## config.mk

```make
export PLATFORM = sky130hd
export DESIGN_NAME = apb_master_arb
export DESIGN_NICKNAME = d
export VERILOG_FILES = /design/src/rtl/apb_arb_pkg.sv /design/src/rtl/rr_arb2.sv /design/src/rtl/apb_master_arb.sv
export SDC_FILE = /design/constraint.sdc
export NUM_CORES = 1
export LEC_CHECK = 0
export CAP_MARGIN = 20
export CORE_MARGIN = 3
export CORE_UTILIZATION = 38
export CTS_CLUSTER_DIAMETER = 80
export DETAILED_ROUTE_END_ITERATION = 12
export GPL_TIMING_DRIVEN = 0
export PLACE_DENSITY = 0.82
export SLEW_MARGIN = 10
export SYNTH_ARGS = -nofsm -noshare
export SYNTH_HDL_FRONTEND = slang
export SYNTH_HIERARCHICAL = 1
export SYNTH_SLANG_ARGS = --single-unit
```

## constraint.sdc

```tcl
create_clock -name pclk -period 4.75 [get_ports pclk]
set_input_delay 1.1875 -clock pclk [delete_from_list [all_inputs] [get_ports pclk]]
set_output_delay 1.1875 -clock pclk [all_outputs]
set_load 0.005 [all_outputs]
```

## src/rtl/apb_arb_pkg.sv

```systemverilog
// apb_arb_pkg: shared types and helpers for the two-requester APB master.
// Provides the FSM state enum, direction constants and slave-index decode.
package apb_arb_pkg;

   typedef enum logic [2:0] {
      IDLE,
      SETUP,
      ACCESS,
      DECERR,
      RESP
   } state_t;

   localparam logic WRITE = 1'b1;
   localparam logic READ  = 1'b0;

   // Slave index is the address bits above the slave-local window.
   function automatic logic [31:0] slv_index(
      input logic [31:0] addr,
      input int          aw
   );
      return addr >> aw;
   endfunction

endpackage

```

## src/rtl/rr_arb2.sv

```systemverilog
// rr_arb2: combinational 2-way round-robin arbiter.
// Ports: req[1:0], ptr (preferred requester) -> grant (one-hot), idx.
module rr_arb2 (
   input  logic [1:0] req,
   input  logic       ptr,
   output logic [1:0] grant,
   output logic       idx
);

   always_comb begin
      grant = 2'b00;
      idx   = req[ptr] ? ptr : ~ptr;
      if (req != 2'b00) begin
         grant[idx] = 1'b1;
      end
   end

endmodule

```

## src/rtl/apb_master_arb.sv

```systemverilog
// apb_master_arb: two-requester round-robin APB master, NSLV slaves.
// Ports: pclk, presetn (async, active-high); req_* request side in,
// req_ack/rsp_* out; paddr/pwrite/pwdata/psel/penable APB out;
// prdata/pready/pslverr per-slave in.
// Optional macro APB_TIMEOUT_EN: abort ACCESS after TIMEOUT cycles.
module apb_master_arb
   import apb_arb_pkg::*;
#(
   parameter int AW      = 5,
   parameter int DW      = 32,
   parameter int NSLV    = 2,
   parameter int TIMEOUT = 16
) (
   input  logic              pclk,
   input  logic              presetn,
   input  logic [1:0]        req_valid,
   input  logic [1:0]        req_write,
   input  logic [63:0]       req_addr,
   input  logic [2*DW-1:0]   req_wdata,
   output logic [1:0]        req_ack,
   output logic [1:0]        rsp_valid,
   output logic [DW-1:0]     rsp_rdata,
   output logic              rsp_err,
   output logic [31:0]       paddr,
   output logic              pwrite,
   output logic [DW-1:0]     pwdata,
   output logic [NSLV-1:0]   psel,
   output logic              penable,
   input  logic [NSLV*DW-1:0] prdata,
   input  logic [NSLV-1:0]   pready,
   input  logic [NSLV-1:0]   pslverr
);

   localparam int IW = (NSLV > 1) ? $clog2(NSLV) : 1;

   state_t          state_q;
   state_t          state_d;
   logic            ptr_q;
   logic            gidx_q;
   logic [IW-1:0]   sidx_q;
   logic [31:0]     addr_q;
   logic [DW-1:0]   wdata_q;
   logic            wr_q;
   logic [DW-1:0]   rdata_q;
   logic            err_q;

   logic [1:0]      grant;
   logic            gidx;
   logic [31:0]     addr_g;
   logic [31:0]     sdec;
   logic            in_range;
   logic [DW-1:0]   prd_sel;
   logic            rdy_sel;
   logic            err_sel;
   logic            expire;

   rr_arb2 u_arb (
      .req   (req_valid),
      .ptr   (ptr_q),
      .grant (grant),
      .idx   (gidx)
   );

   assign addr_g   = gidx ? req_addr[63:32] : req_addr[31:0];
   assign sdec     = slv_index(addr_g, AW);
   assign in_range = sdec < 32'(NSLV);

   // Mux the addressed slave's response; other slaves are ignored.
   always_comb begin
      prd_sel = '0;
      rdy_sel = 1'b0;
      err_sel = 1'b0;
      for (int i = 0; i < NSLV; i++) begin
         if (IW'(i) == sidx_q) begin
            prd_sel = prdata[i*DW +: DW];
            rdy_sel = pready[i];
            err_sel = pslverr[i];
         end
      end
   end

`ifdef APB_TIMEOUT_EN
   localparam int CW = $clog2(TIMEOUT + 1);
   logic [CW-1:0] cnt_q;

   always_ff @(posedge pclk or posedge presetn) begin
      if (presetn) begin
         cnt_q <= '0;
      end else if (state_q == SETUP) begin
         cnt_q <= '0;
      end else if (state_q == ACCESS) begin
         cnt_q <= cnt_q + 1'b1;
      end
   end

   // A late pready in the last allowed cycle still completes normally.
   assign expire = (state_q == ACCESS) && !rdy_sel &&
                   (cnt_q == CW'(TIMEOUT - 1));
`else
   localparam int unused_timeout = TIMEOUT;
   assign expire = 1'b0;
`endif

   always_ff @(posedge pclk or posedge presetn) begin
      if (presetn) begin
         state_q <= IDLE;
      end else begin
         state_q <= state_d;
      end
   end

   always_comb begin
      state_d = state_q;
      unique case (state_q)
         IDLE: begin
            if (grant != 2'b00) begin
               state_d = in_range ? SETUP : DECERR;
            end
         end
         SETUP:  state_d = ACCESS;
         ACCESS: begin
            if (rdy_sel || expire) begin
               state_d = RESP;
            end
         end
         DECERR: state_d = RESP;
         RESP:   state_d = IDLE;
         default: state_d = IDLE;
      endcase
   end

   always_ff @(posedge pclk or posedge presetn) begin
      if (presetn) begin
         ptr_q   <= 1'b0;
         gidx_q  <= 1'b0;
         sidx_q  <= '0;
         addr_q  <= '0;
         wdata_q <= '0;
         wr_q    <= 1'b0;
         rdata_q <= '0;
         err_q   <= 1'b0;
      end else begin
         if (state_q == IDLE && grant != 2'b00) begin
            ptr_q   <= ~gidx;
            gidx_q  <= gidx;
            sidx_q  <= IW'(sdec);
            addr_q  <= addr_g;
            wdata_q <= req_wdata[gidx*DW +: DW];
            wr_q    <= req_write[gidx];
         end
         if (state_q == ACCESS && rdy_sel) begin
            rdata_q <= (wr_q == READ) ? prd_sel : '0;
            err_q   <= err_sel;
         end
         if (state_q == DECERR || expire) begin
            rdata_q <= '0;
            err_q   <= 1'b1;
         end
      end
   end

   always_comb begin
      req_ack   = 2'b00;
      rsp_valid = 2'b00;
      psel      = '0;
      penable   = 1'b0;
      unique case (state_q)
         IDLE: begin
            // Gated so no ack leaks out while reset is held.
            if (!presetn) begin
               req_ack = grant;
            end
         end
         SETUP: psel[sidx_q] = 1'b1;
         ACCESS: begin
            psel[sidx_q] = 1'b1;
            penable      = 1'b1;
         end
         RESP: rsp_valid[gidx_q] = 1'b1;
         default: ;
      endcase
   end

   assign paddr     = addr_q;
   assign pwrite    = wr_q;
   assign pwdata    = wdata_q;
   assign rsp_rdata = rdata_q;
   assign rsp_err   = err_q;

endmodule

```

# Word-level counts from Yosys, hierarchy flattened
# Cells that the tools add are included.
# Widths: inputs -> output; s select.
[totals]
out_inout_bits = 105
word_cells = 67
mem_bits_rw = 0
romBits = 0
ff_bits = 104
n_memories = 0
latch_bits = 0
in_bits = 202
[op_classes]
n_eq_ne = 6
n_mux = 30
n_lt_le_gt_ge = 8
add_sub_neg = 0
n_div = 0
multipliers = 0
n_shift = 1
bitwise_logic = 2
reduce_logical = 11
[ops]
columns = ["operator", "n"]
rows = [
  ["$mux 32", 5],
  ["$shiftx 64x7->32", 1],
  ["$lt 27x2->1 const B", 1],
  ["$mux 1", 13],
  ["$mux 2", 6],
  ["$pmux 3 s4", 1],
  ["$lt 1x2->1 const B", 4],
  ["$eq 3x2->1 const B", 2],
  ["$mux 3", 2],
  ["$reduce_bool 2->1", 3],
  ["$logic_and 1x1->1", 5],
  ["$ne 2x2->1 const B", 2],
  ["$demux 1 s1", 3],
  ["$eq 3x1->1 const B", 1],
  ["$eq 3x3->1 const B", 1],
  ["$ge 1x1->1 const B", 3],
  ["$logic_not 3->1", 1],
  ["$not 1->1", 2],
  ["$reduce_and 2->1", 1],
  ["$reduce_or 2->1", 1],
]

# Logic depth before layout (Yosys ltp)
# Gate-level depths: netlist of run 1.
[logic_depth]
depth_word = 11
mapped_depth = 8
mapped_depth_nobuf = 7

# Cells and area by module
# Netlist of run 1, hierarchy kept.
[by_module_without_submodules]
columns = ["module", "seq_area_each_um2", "n_inst", "area_each_um2", "cells_each"]
rows = [
  ["apb_master_arb", 2577.5, 1, 5042.3, 486],
  ["rr_arb2", 0.0, 1, 26.3, 5],
]

# Worst setup path before layout of run 1
# OpenSTA, ideal clock, no wires.
[synth_timing]
path_kind = "in2out"
start = "input port presetn"
end = "output port req_ack[0]"
cell_stages = 2
arrival_time_ns = 1.528
t_required_ns = 3.563
n_path_buf = 0
path_slack_ns = 2.035
path_cell_list = "nor4_1 > and2_1"
[synth_via]
elab_chain_cells = 2
[synth_rtl]
columns = ["item", "line_no", "rtl"]
rows = [
  ["start: declaration", "apb_master_arb.sv:15", "input logic presetn,"],
  ["$mux 2", "apb_master_arb.sv:170", "if (!presetn) begin"],
  ["$mux 2", "apb_master_arb.sv:167", "unique case (state_q)"],
  ["end: declaration", "apb_master_arb.sv:20", "output logic [1:0] req_ack,"],
]
# No other way between the ends.

# Worst setup path in the final report of run 1
[layout_timing]
start = "input port presetn"
end = "output port req_ack[1]"
# The elaborated chain is that of the path after synthesis.

==> flow_summary_export.csv, run 1 <==
group,metric,value,unit
timing,setup_viol,0,
timing,finalHoldViolCount,0,
yosys,synth_top_area_share,50.9,%
outcome,outcome,"finished, final reports clean",
timing,tightest_slew,0.619,ns
placed_design,gp_congestion,0.886,
yosys,yosysWarningCount,6,
grt,grt-ovfl-total,0,
drt,drc,0,
placed_design,port_buffers,306,
final_layout,synthToLayoutAreaGrowth,70.9,%
placed_design,post-dp-hpwl,14.6,mm
worst_hold_path,hold_path_class,"flip-flop to flip-flop",
grt,grt_pass1_wl,27.5,mm
grt,grt_pass1_vias,5196,
floorplan,start_util,39.5,%
critical_path,cpPeakStageDelay,0.53,ns
job,maxCapViolCount,0,
final_layout,antenna_cells,0,
drt,wl_per_cell,18.2,um
timing,relSlewSlack,58.7,%
timing,tns,0,ns
final_layout,nNetsFinal,1011,
yosys,synth.most_common_cell,"dfrtp_1",
critical_path,critPathSlowestCell,"clkdlybuf4s50_1",
timing,max_freq,265,MHz
grt,grt_util_all_layers,23.9,%
cts,cts.clk_slew.worst_paths,0.07,ns
floorplan,die_w,121,um
yosys,synth_edf_count,0,
pwr,p_leak,3.74,nW
critical_path,crit_path_start_kind,"primary input",
timing,rsz0062_at_grt,"no",
cts,ctsHoldBuffers,0,
drt,first_pass_iters,6,
drt,wl,18.0,mm
yosys,synth_commonest_cells,"dfrtp_1 (103), nand2_1 (102), mux2i_1 (98)",
cts,cts_root_buf,"clkbuf_16",
drt,drtIter0Drc,194,
critical_path,arrival,2.58,ns
drt,drt-vias-per-instance,5.03,
final_layout,layout-drive-gt1-share,6.63,%
timing,skew,0.00653,ns
cts,clk_path_buf_depth,2,
yosys,avgSynthCellArea,10.3,um^2
critical_path,critPathRequiredTime,3.56,ns
floorplan,die_h,121,um
cts,cts_inserted_buffers,9,
yosys,synth_nets,693,
cts,tritoncts,"yes",
cts,cts.sinks,103,
critical_path,cp_max_fo,2,
cts,htreeDepth,3,
floorplan,num_io_pins,307,
critical_path,cpMostUsedCell,"clkdlybuf4s50_1",
critical_path,end_kind,"output port",
timing,slew_violations,0,
yosys,ys.flop_type,"dfrtp_1",
grt,antenna_found_initial,0,
final_layout,multiInputGateArea,2240,um^2
cts,cts_setup_buffers,0,
critical_path,critical_path_class,"primary input to output port",
floorplan,fp-row-count,41,
yosys,ys_seq_elements,103,
yosys,synthesis.instances,491,
yosys,yosysSeqAreaShare,50.9,%
timing,fin_crit,3.77,ns
yosys,syn_area,5070,um^2
yosys,ys_types,33,
critical_path,worstPathCellList,"clkdlybuf4s50_1 > nor4_1 > and2_1 > clkdlybuf4s50_1",
drt,dr_total_vias,4957,
pwr,ir_worst_vdd,0.281,mV
final_layout,seqCellArea,2580,um^2
yosys,ys_top_cells_by_area,"dfrtp_1 (51%), mux2i_1 (19%), nand2_1 (7.6%), o21ai_0 (6.5%), o31ai_1 (4.7%)",
timing,hold_slack,0.479,ns
timing,finalCritPeriodShare,79.4,%
drt,drtAntennaViolNets,0,
yosys,synth_top_cell_by_area,"dfrtp_1",
final_layout,nFillCells,1000,
cts,post_cts_resized,0,
cts,clk_latency,0.34,ns
pwr,power_density,556,nW/um^2
grt,grt_max_degree,58,
floorplan,fp.dieArea,14800,um^2
floorplan,coreArea,12800,um^2
yosys,ys_async_sr_fraction,100,%
## power by group
group | total, mW | internal (mW) | leakage (nW) | switching, mW
registers | 1.52 | 1.29 | 1.29 | 0.232
clock network | 0.709 | 0.386 | 0.135 | 0.323
logic | 2.59 | 1.38 | 2.31 | 1.21
## state kept, by name (all words and copies together) (netlist names)
register,count
pwrite,1
rsp_err,1
paddr,32
ptr_q,1
gidx_q,1
state_q,3
pwdata,32
rsp_rdata,32
## stage by stage
stage               instances  power (mW)  setup slack, ns  utilization, %  instance area, um^2
floorplan                 491        2.74            0.859               -                 5070
global placement          969        4.06           -0.637            65.1                 8350
detailed placement        970        4.15            0.956            65.3                 8380
CTS                       986        4.87            0.952            67.5                 8660
finish                    986        4.82            0.979            67.5                 8660
global route              986        5.17            0.807            67.5                 8660
## routing by layer
| layer | share of wire (%) | GRT usage, % | vias up |
|---|---|---|---|
| met2 | 52 | 43.6 | 200 |
| met4 | 2.4 | 8.61 | 0 |
| met5 | 0 | 0 | - |
| met1 | 37 | 26.2 | 2354 |
| met3 | 8.9 | 6.99 | 25 |
| li1 | - | - | 2378 |
## cell type report
cell class | count | share of cell area [%]
flip-flops and latches | 103 | 29.8
plain buffers | 39 | 2.64
clock buffers | 12 | 2.96
multi-input cells | 344 | 25.9
repair buffers | 307 | 35.7
well taps | 172 | 2.48
clock inverters | 4 | 0.332
inverters | 5 | 0.246
## logic make-up (layout without fill, tap and decap cells)
family | after synthesis | count (layout) | share of synthesized area [%]
and+or+nand+nor | 134 | 134 | 11.5
buffers and inverters | 44 | 367 | 4.89
DFF | 103 | 103 | 50.9
muxes | 100 | 100 | 19.9
AOI/OAI and AO/OA | 109 | 109 | 12.7
xor gates and xnor gates | 1 | 1 | 0.173
## path summary, 6_finish.rpt
kind	from	to	slack, ns	cells past startpoint
max	presetn	req_ack[1]	0.98	4
max reg2reg	ptr_q$_DFFE_PP0P_	paddr[29]$_DFFE_PP0P_	2.88	6
min in group asynchronous	presetn	gidx_q$_DFFE_PP0P_	1.32	2
min	pwdata[25]$_DFFE_PP0P_	pwdata[25]$_DFFE_PP0P_	0.48	2
min reg2reg	pwdata[25]$_DFFE_PP0P_	pwdata[25]$_DFFE_PP0P_	0.48	2
max in group asynchronous	presetn	pwdata[10]$_DFFE_PP0P_	2.76	3
## critical path: cells and delay by family
kind,cells,cell delay [ns]
simple gates,2,0.41
buf+inv,2,0.99
## placed cells by master (no fill, tap or decap), types with 3 or more instances in the layout
cell type and instances:
o31ai_1 32, buf_6 6, mux2i_1 98, nor2_1 3
nor4_1 12, clkdlybuf4s50_1 306, o21ai_0 66, buf_2 21
dfrtp_1 103, nor3_1 6, clkbuf_1 10, buf_4 3
clkbuf_16 9, nand2_1 102, and2_1 3
(Power assumes the default switching activity.)
==> run 2: changes to the inputs <==
==> constraint.sdc (replaced) <==
create_clock -name pclk -period 3.7 [get_ports pclk]
set_input_delay 0.925 -clock pclk [delete_from_list [all_inputs] [get_ports pclk]]
set_output_delay 0.925 -clock pclk [all_outputs]
set_load 0.005 [all_outputs]
==> results of run 2 <==
The final DEF is identical to that of run 1. Status: finished, final reports clean.
Among the figures that moved: setup slack after placement 0.956 ns -> 0.431 ns; setup slack after layout 0.979 ns -> 0.454 ns; register-to-register setup slack 2.88 ns -> 1.83 ns; total power 4.82 mW -> 6.18 mW; worst IR drop on VDD 0.281 mV -> 0.361 mV
==> run 3: changes to the inputs <==
--- a/config.mk
+++ b/config.mk
@@ -6,6 +6,7 @@
 export NUM_CORES = 1
 export LEC_CHECK = 0
 export CAP_MARGIN = 20
+export CORE_ASPECT_RATIO = 1.75
 export CORE_MARGIN = 3
 export CORE_UTILIZATION = 38
 export CTS_CLUSTER_DIAMETER = 80
==> run 3 against run 2 <==
Compared with the run above: critical path depth is the same; sequential share of layout area barely moved; via count up 1.6%; clock power rose by 1%; final cell count fell by 0.10%; non-clock buffer count unchanged; maximum frequency down 0.54%; setup slack worse by 0.017 ns; flip-flop and latch count unchanged; die area is 0.37% higher; largest power group unchanged.
==> flow_summary_export.csv, run 3 (synthesized netlist as in run 1, its figures left out) <==
group,metric,value,unit
drt,drc,0,
cts,cts.clk_slew.worst_paths,0.06,ns
timing,setup_viol,0,
grt,grt_util_all_layers,24.5,%
critical_path,rrSetupSlack,1.78,ns
placed_design,port_buffers,306,
worst_hold_path,min_to,"rsp_rdata[14]$_DFFE_PP0P_",
cts,clk_latency,0.34,ns
final_layout,layout-drive-gt1-share,6.76,%
grt,grt_pass1_wl,28.5,mm
floorplan,die_h,159,um
cts,htreeDepth,3,
placed_design,place_ws,0.418,ns
floorplan,die_w,93.3,um
cts,ctsHoldBuffers,0,
timing,fin_crit,3.26,ns
worst_hold_path,min_path_cells,2,
floorplan,num_io_pins,307,
final_layout,nNetsFinal,1011,
timing,finalHoldViolCount,0,
grt,antenna_found_initial,0,
pwr,ir_worst_vdd,0.479,mV
worst_hold_path,hold_path_class,"flip-flop to flip-flop",
drt,wl,18.5,mm
worst_hold_path,hp-start,"rsp_rdata[14]$_DFFE_PP0P_",
timing,finalCritPeriodShare,88.2,%
drt,drtAntennaViolNets,0,
grt,grt_pass1_vias,5479,
final_layout,antenna_cells,0,
cts,tritoncts,"yes",
timing,tightest_slew,0.536,ns
critical_path,r2r-start,"ptr_q$_DFFE_PP0P_",
floorplan,start_util,39.0,%
final_layout,final_common_cell,"clkdlybuf4s50_1",
final_layout,synthToLayoutAreaGrowth,71.0,%
critical_path,cp_max_fo,2,
timing,relSlewSlack,64.3,%
critical_path,critPathRequiredTime,2.77,ns
drt,dr_total_vias,5034,
grt,grt_max_degree,56,
grt,grt-ovfl-total,0,
placed_design,gp_congestion,0.846,
drt,drtIter0Drc,176,
cts,cts_inserted_buffers,9,
floorplan,coreArea,13000,um^2
critical_path,r2r-end,"pwdata[1]$_DFFE_PP0P_",
job,maxCapViolCount,0,
final_layout,layout_common_cells,"clkdlybuf4s50_1 (306), dfrtp_1 (103), nand2_1 (102)",
drt,first_pass_iters,4,
critical_path,crit_path_start_kind,"primary input",
timing,tns,0,ns
cts,cts.sinks,103,
outcome,outcome,"finished, final reports clean",
floorplan,fp.dieArea,14800,um^2
cts,cts_setup_buffers,0,
timing,max_freq,306,MHz
pwr,p_leak,3.75,nW
drt,wl_per_cell,18.8,um
timing,skew,0.0133,ns
cts,cts_root_buf,"clkbuf_16",
placed_design,post-dp-hpwl,15.2,mm
cts,clk_path_buf_depth,2,
timing,slew_violations,0,
floorplan,fp-row-count,55,
timing,rsz0062_at_grt,"no",
critical_path,end_kind,"output port",
cts,post_cts_resized,0,
critical_path,rr_worst_depth,6,
drt,drt-vias-per-instance,5.11,
timing,final.setup.worst_slack,0.437,ns
pwr,power_density,714,nW/um^2
critical_path,critical_path_class,"primary input to output port",
final_layout,nFillCells,1013,
critical_path,arrival,2.34,ns
-- run 3: cell types whose count changed in the layout (fill, tap and decap cells not counted) --
cell,delta
inv_6,+2
clkbuf_1,-1
clkbuf_8,-1
clkinv_4,+1
clkinvlp_4,-1
inv_4,-1
inv_8,+1
-- run 3: routing by layer --
metal  vias up  GRT usage [%]  part of all wire, %  wire length, um
met2       251           47.8                   56            10300
met3        33           5.59                  7.9             1460
met1      2381           24.6                   34             6260
met5         -              0                    0                0
li1       2369              -                    -                -
met4         0           7.61                  2.5              454
-- run 3: area by class of cell --
class,instances,area [um^2],area share (%)
plain buffers,39,229,2.64
clock buffers,10,239,2.76
clock inverters,6,50.0,0.577
inverters,5,23.8,0.274
multi-input cells,344,2240,25.9
flip-flops and latches,103,2580,29.7
well taps,171,214,2.47
repair buffers,307,3090,35.7
-- run 3: worst max-delay path by stage --
| stage | start | end | slack [ns] |
|---|---|---|---|
| 2_1_floorplan | presetn | gidx_q$_DFFE_PP0P_ | 0.07 |
| 3_3_place_gp | presetn | paddr[0]$_DFFE_PP0P_ | -1.53 |
| 3_5_place_dp | presetn | req_ack[1] | 0.42 |
| 4_1_cts | presetn | req_ack[1] | 0.42 |
| 5_1_grt | req_valid[1] | req_ack[1] | 0.38 |
| 6_report | presetn | req_ack[1] | 0.44 |
-- run 3: metrics by stage --
stage / total power, mW / std cells / hold slack (ns) / util (%) / area [um^2]
CTS: 6.27 / 985 / 0.480 / 66.6 / 8670
global placement: 5.22 / 968 / 0.458 / 64.2 / 8350
global route: 6.61 / 985 / 0.505 / 66.6 / 8670
detailed placement: 5.32 / 969 / 0.466 / 64.4 / 8380
finish: 6.19 / 985 / 0.478 / 66.6 / 8670
floorplan: 3.52 / 491 / 0.460 / - / 5070
-- run 3: critical path: stages --
cell and delay [ns]:
clkdlybuf4s50_1 0.49, nor4_1 0.22, and2_1 0.17, clkdlybuf4s50_1 0.53
-- run 3: power by group --
| part | internal, mW | switching [mW] | total [mW] |
|---|---|---|---|
| Sequential | 1.65 | 0.300 | 1.95 |
| Clock | 0.485 | 0.438 | 0.923 |
| Combinational | 1.77 | 1.55 | 3.32 |
| Total | 3.90 | 2.29 | 6.19 |
==> patch, RTL diff (flow settings as in run 1) <==
Register the output `rsp_err` once more, with the module's reset; this adds one clock of latency there. The other outputs are not delayed to match.
--- a/src/rtl/apb_master_arb.sv
+++ b/src/rtl/apb_master_arb.sv
@@ -186,5 +186,11 @@
    assign pwdata    = wdata_q;
    assign rsp_rdata = rdata_q;
-   assign rsp_err   = err_q;
+   always_ff @(posedge pclk or posedge presetn) begin
+      if (presetn) begin
+         rsp_err <= '0;
+      end else begin
+         rsp_err <= err_q;
+      end
+   end
 
 endmodule
Function: changed (Yosys sat finds a counterexample within 4 cycles, from zero or initial values and one cycle with presetn high).
==> patch against run 1 <==
Utilization about the same. Total power up 1.2%. Clock skew up 0.0025 ns. Cell area up 0.46%. Routed wire length up 0.87%. Setup slack worse by 0.11 ns. Die area up 0.47%. Combinational power about the same. Sequential cell count up 1. Non-clock buffer count unchanged. Area after synthesis up 0.49%. Via count up 0.65%. Largest cell class unchanged.
==> patch: results (changes against run 1) <==
Initial DRC count -> 204 (+5.2%)
Hold Path Class -> reg2reg
Clk_lat worst skew -> 0.34 ns (about the same)
Layout cells sized above 1 -> 6.503% (-0.13 points)
RR Startpoint -> ptr_q
H-tree depth -> 3 (unchanged)
Slowest CP cell -> clkdlybuf4s50_1
WL final -> 18120 um (+0.87%)
Most frequent cells after synthesis -> dfrtp_1, nand2_1, mux2i_1
Hold_sp -> err_q
Clock slew at reported path FFs -> 0.06 ns
Tightest Pin Transition -> 0.6576 ns (+0.03839 ns)
RR Endpoint -> paddr[31]
Total setup buffers inserted after CTS -> 0 (unchanged)
Largest net degree at the start of global routing -> 55 (-5.2%)
GR Util All Layers -> 23.53% (-0.39 points)
Clock Skew -> 0.009059 ns (+0.002532 ns)
Crit path arrival time -> 2.69 ns (+0.11 ns)
WHS Path Cells -> 0 (-2)
Reg2Reg Depth -> 7 (+1)
Largest cells by area after synthesis -> dfrtp_1, mux2i_1, nand2_1
Vias per cell -> 5.055 (+0.54%)
Max clock buf depth -> 2 (unchanged)
First-pass GRT wire length -> 27090 um (-1.4%)
Final RePlAce weighted congestion -> 0.8799 (-0.67%)
P_leak -> 3.770 nW (+0.70%)
Worst reg2reg setup slack -> 2.88 ns (about the same)
Root buffer cell -> clkbuf_16
Synth Instances -> 492 (+0.20%)
Switch Pwr -> 1.762 mW (-0.32%)
Seq/Total Area, Yosys -> 51.09% (+0.24 points)
Post-layout nets -> 1012 (+0.099%)
Synth cell types -> 33 (unchanged)
Min-Delay Endpoint -> rsp_err
IO Port Bufs -> 306 (unchanged)
Final setup viols -> 0 (unchanged)
Outcome -> complete, no violations
Cells after DPL -> 971 (+0.10%)
Maximum vdd drop -> 291.0 uV (+3.4%)
Fin cells -> 987 (+0.10%)
# fillers -> 1000 (unchanged)
Syn nets -> 694 (+0.14%)
Initial antenna violation count -> 0 (unchanged)
Vias in the first global route -> 5157 (-0.75%)
DRT Pass-1 Iters -> 4 (-2)
Fin Hold WS -> 0.4143 ns (-0.06440 ns)
Post-synth EDFFs -> 0 (unchanged)
Detailed placer's ending HPWL -> 14780 um (+1.5%)
## patch: changes by cell type after synthesis
cell / run 1 / this run
dfrtp_1: 103 / 104
## patch: worst max-delay path by stage
stage	from	to	slack [ns]
2_1_floorplan	presetn	err_q	0.83
3_3_place_gp	presetn	rsp_rdata[16]	-0.68
3_5_place_dp	presetn	req_ack[1]	0.85
4_1_cts	presetn	req_ack[0]	0.85
5_1_grt	presetn	req_ack[0]	0.74
6_report	presetn	req_ack[1]	0.87
## patch: power groups by stage
stage          Combinational, mW  Sequential (mW)  Clock (mW)
2_1_floorplan               1.21             1.54           0
3_3_place_gp                2.55             1.52           0
3_5_place_dp                2.62             1.55           0
4_1_cts                     2.63             1.54       0.765
5_1_grt                     2.83             1.58       0.795
6_report                    2.59             1.53       0.751
## patch: worst max-delay path, delay by kind of cell
family,cells,cell delay [ns]
simple gates,2,0.52
buf+inv,2,0.99
## patch: cells by family (layout without fill, tap and decap cells)
family / after synthesis / count (layout) / share of synthesized area (%)
AOI/OAI and AO/OA: 109 / 109 / 12.68
buffers and inverters: 44 / 367 / 4.864
and+or+nand+nor: 134 / 134 / 11.42
DFF: 104 / 104 / 51.09
xor gates and xnor gates: 1 / 1 / 0.1720
muxes: 100 / 100 / 19.77
## patch: cell type report
type / count / area (um^2) / area share (%)
clock buffer: 13 / 260.3 / 2.991
timing repair buffer: 307 / 3090 / 35.51
tap: 172 / 215.2 / 2.473
multi-input combinational: 344 / 2243 / 25.78
sequential: 104 / 2603 / 29.91
clock inverter: 3 / 40.04 / 0.4601
inverter: 5 / 21.27 / 0.2444
buffer: 39 / 229.0 / 2.631
## patch: per-stage QoR
step / area [um^2] / setup slack (ns)
2_1_floorplan: 5094 / 0.8303
3_3_place_gp: 8372 / -0.6786
3_5_place_dp: 8402 / 0.8520
4_1_cts: 8702 / 0.8465
5_1_grt: 8702 / 0.7358
6_report: 8702 / 0.8692
## patch: layer usage
metal	global-route usage, %	share of wire (%)	up-vias
met5	0	0	-
met3	7.335	9.0	31
met4	8.543	2.7	0
met2	42.20	51	203
met1	26.22	37	2378
li1	-	-	2377
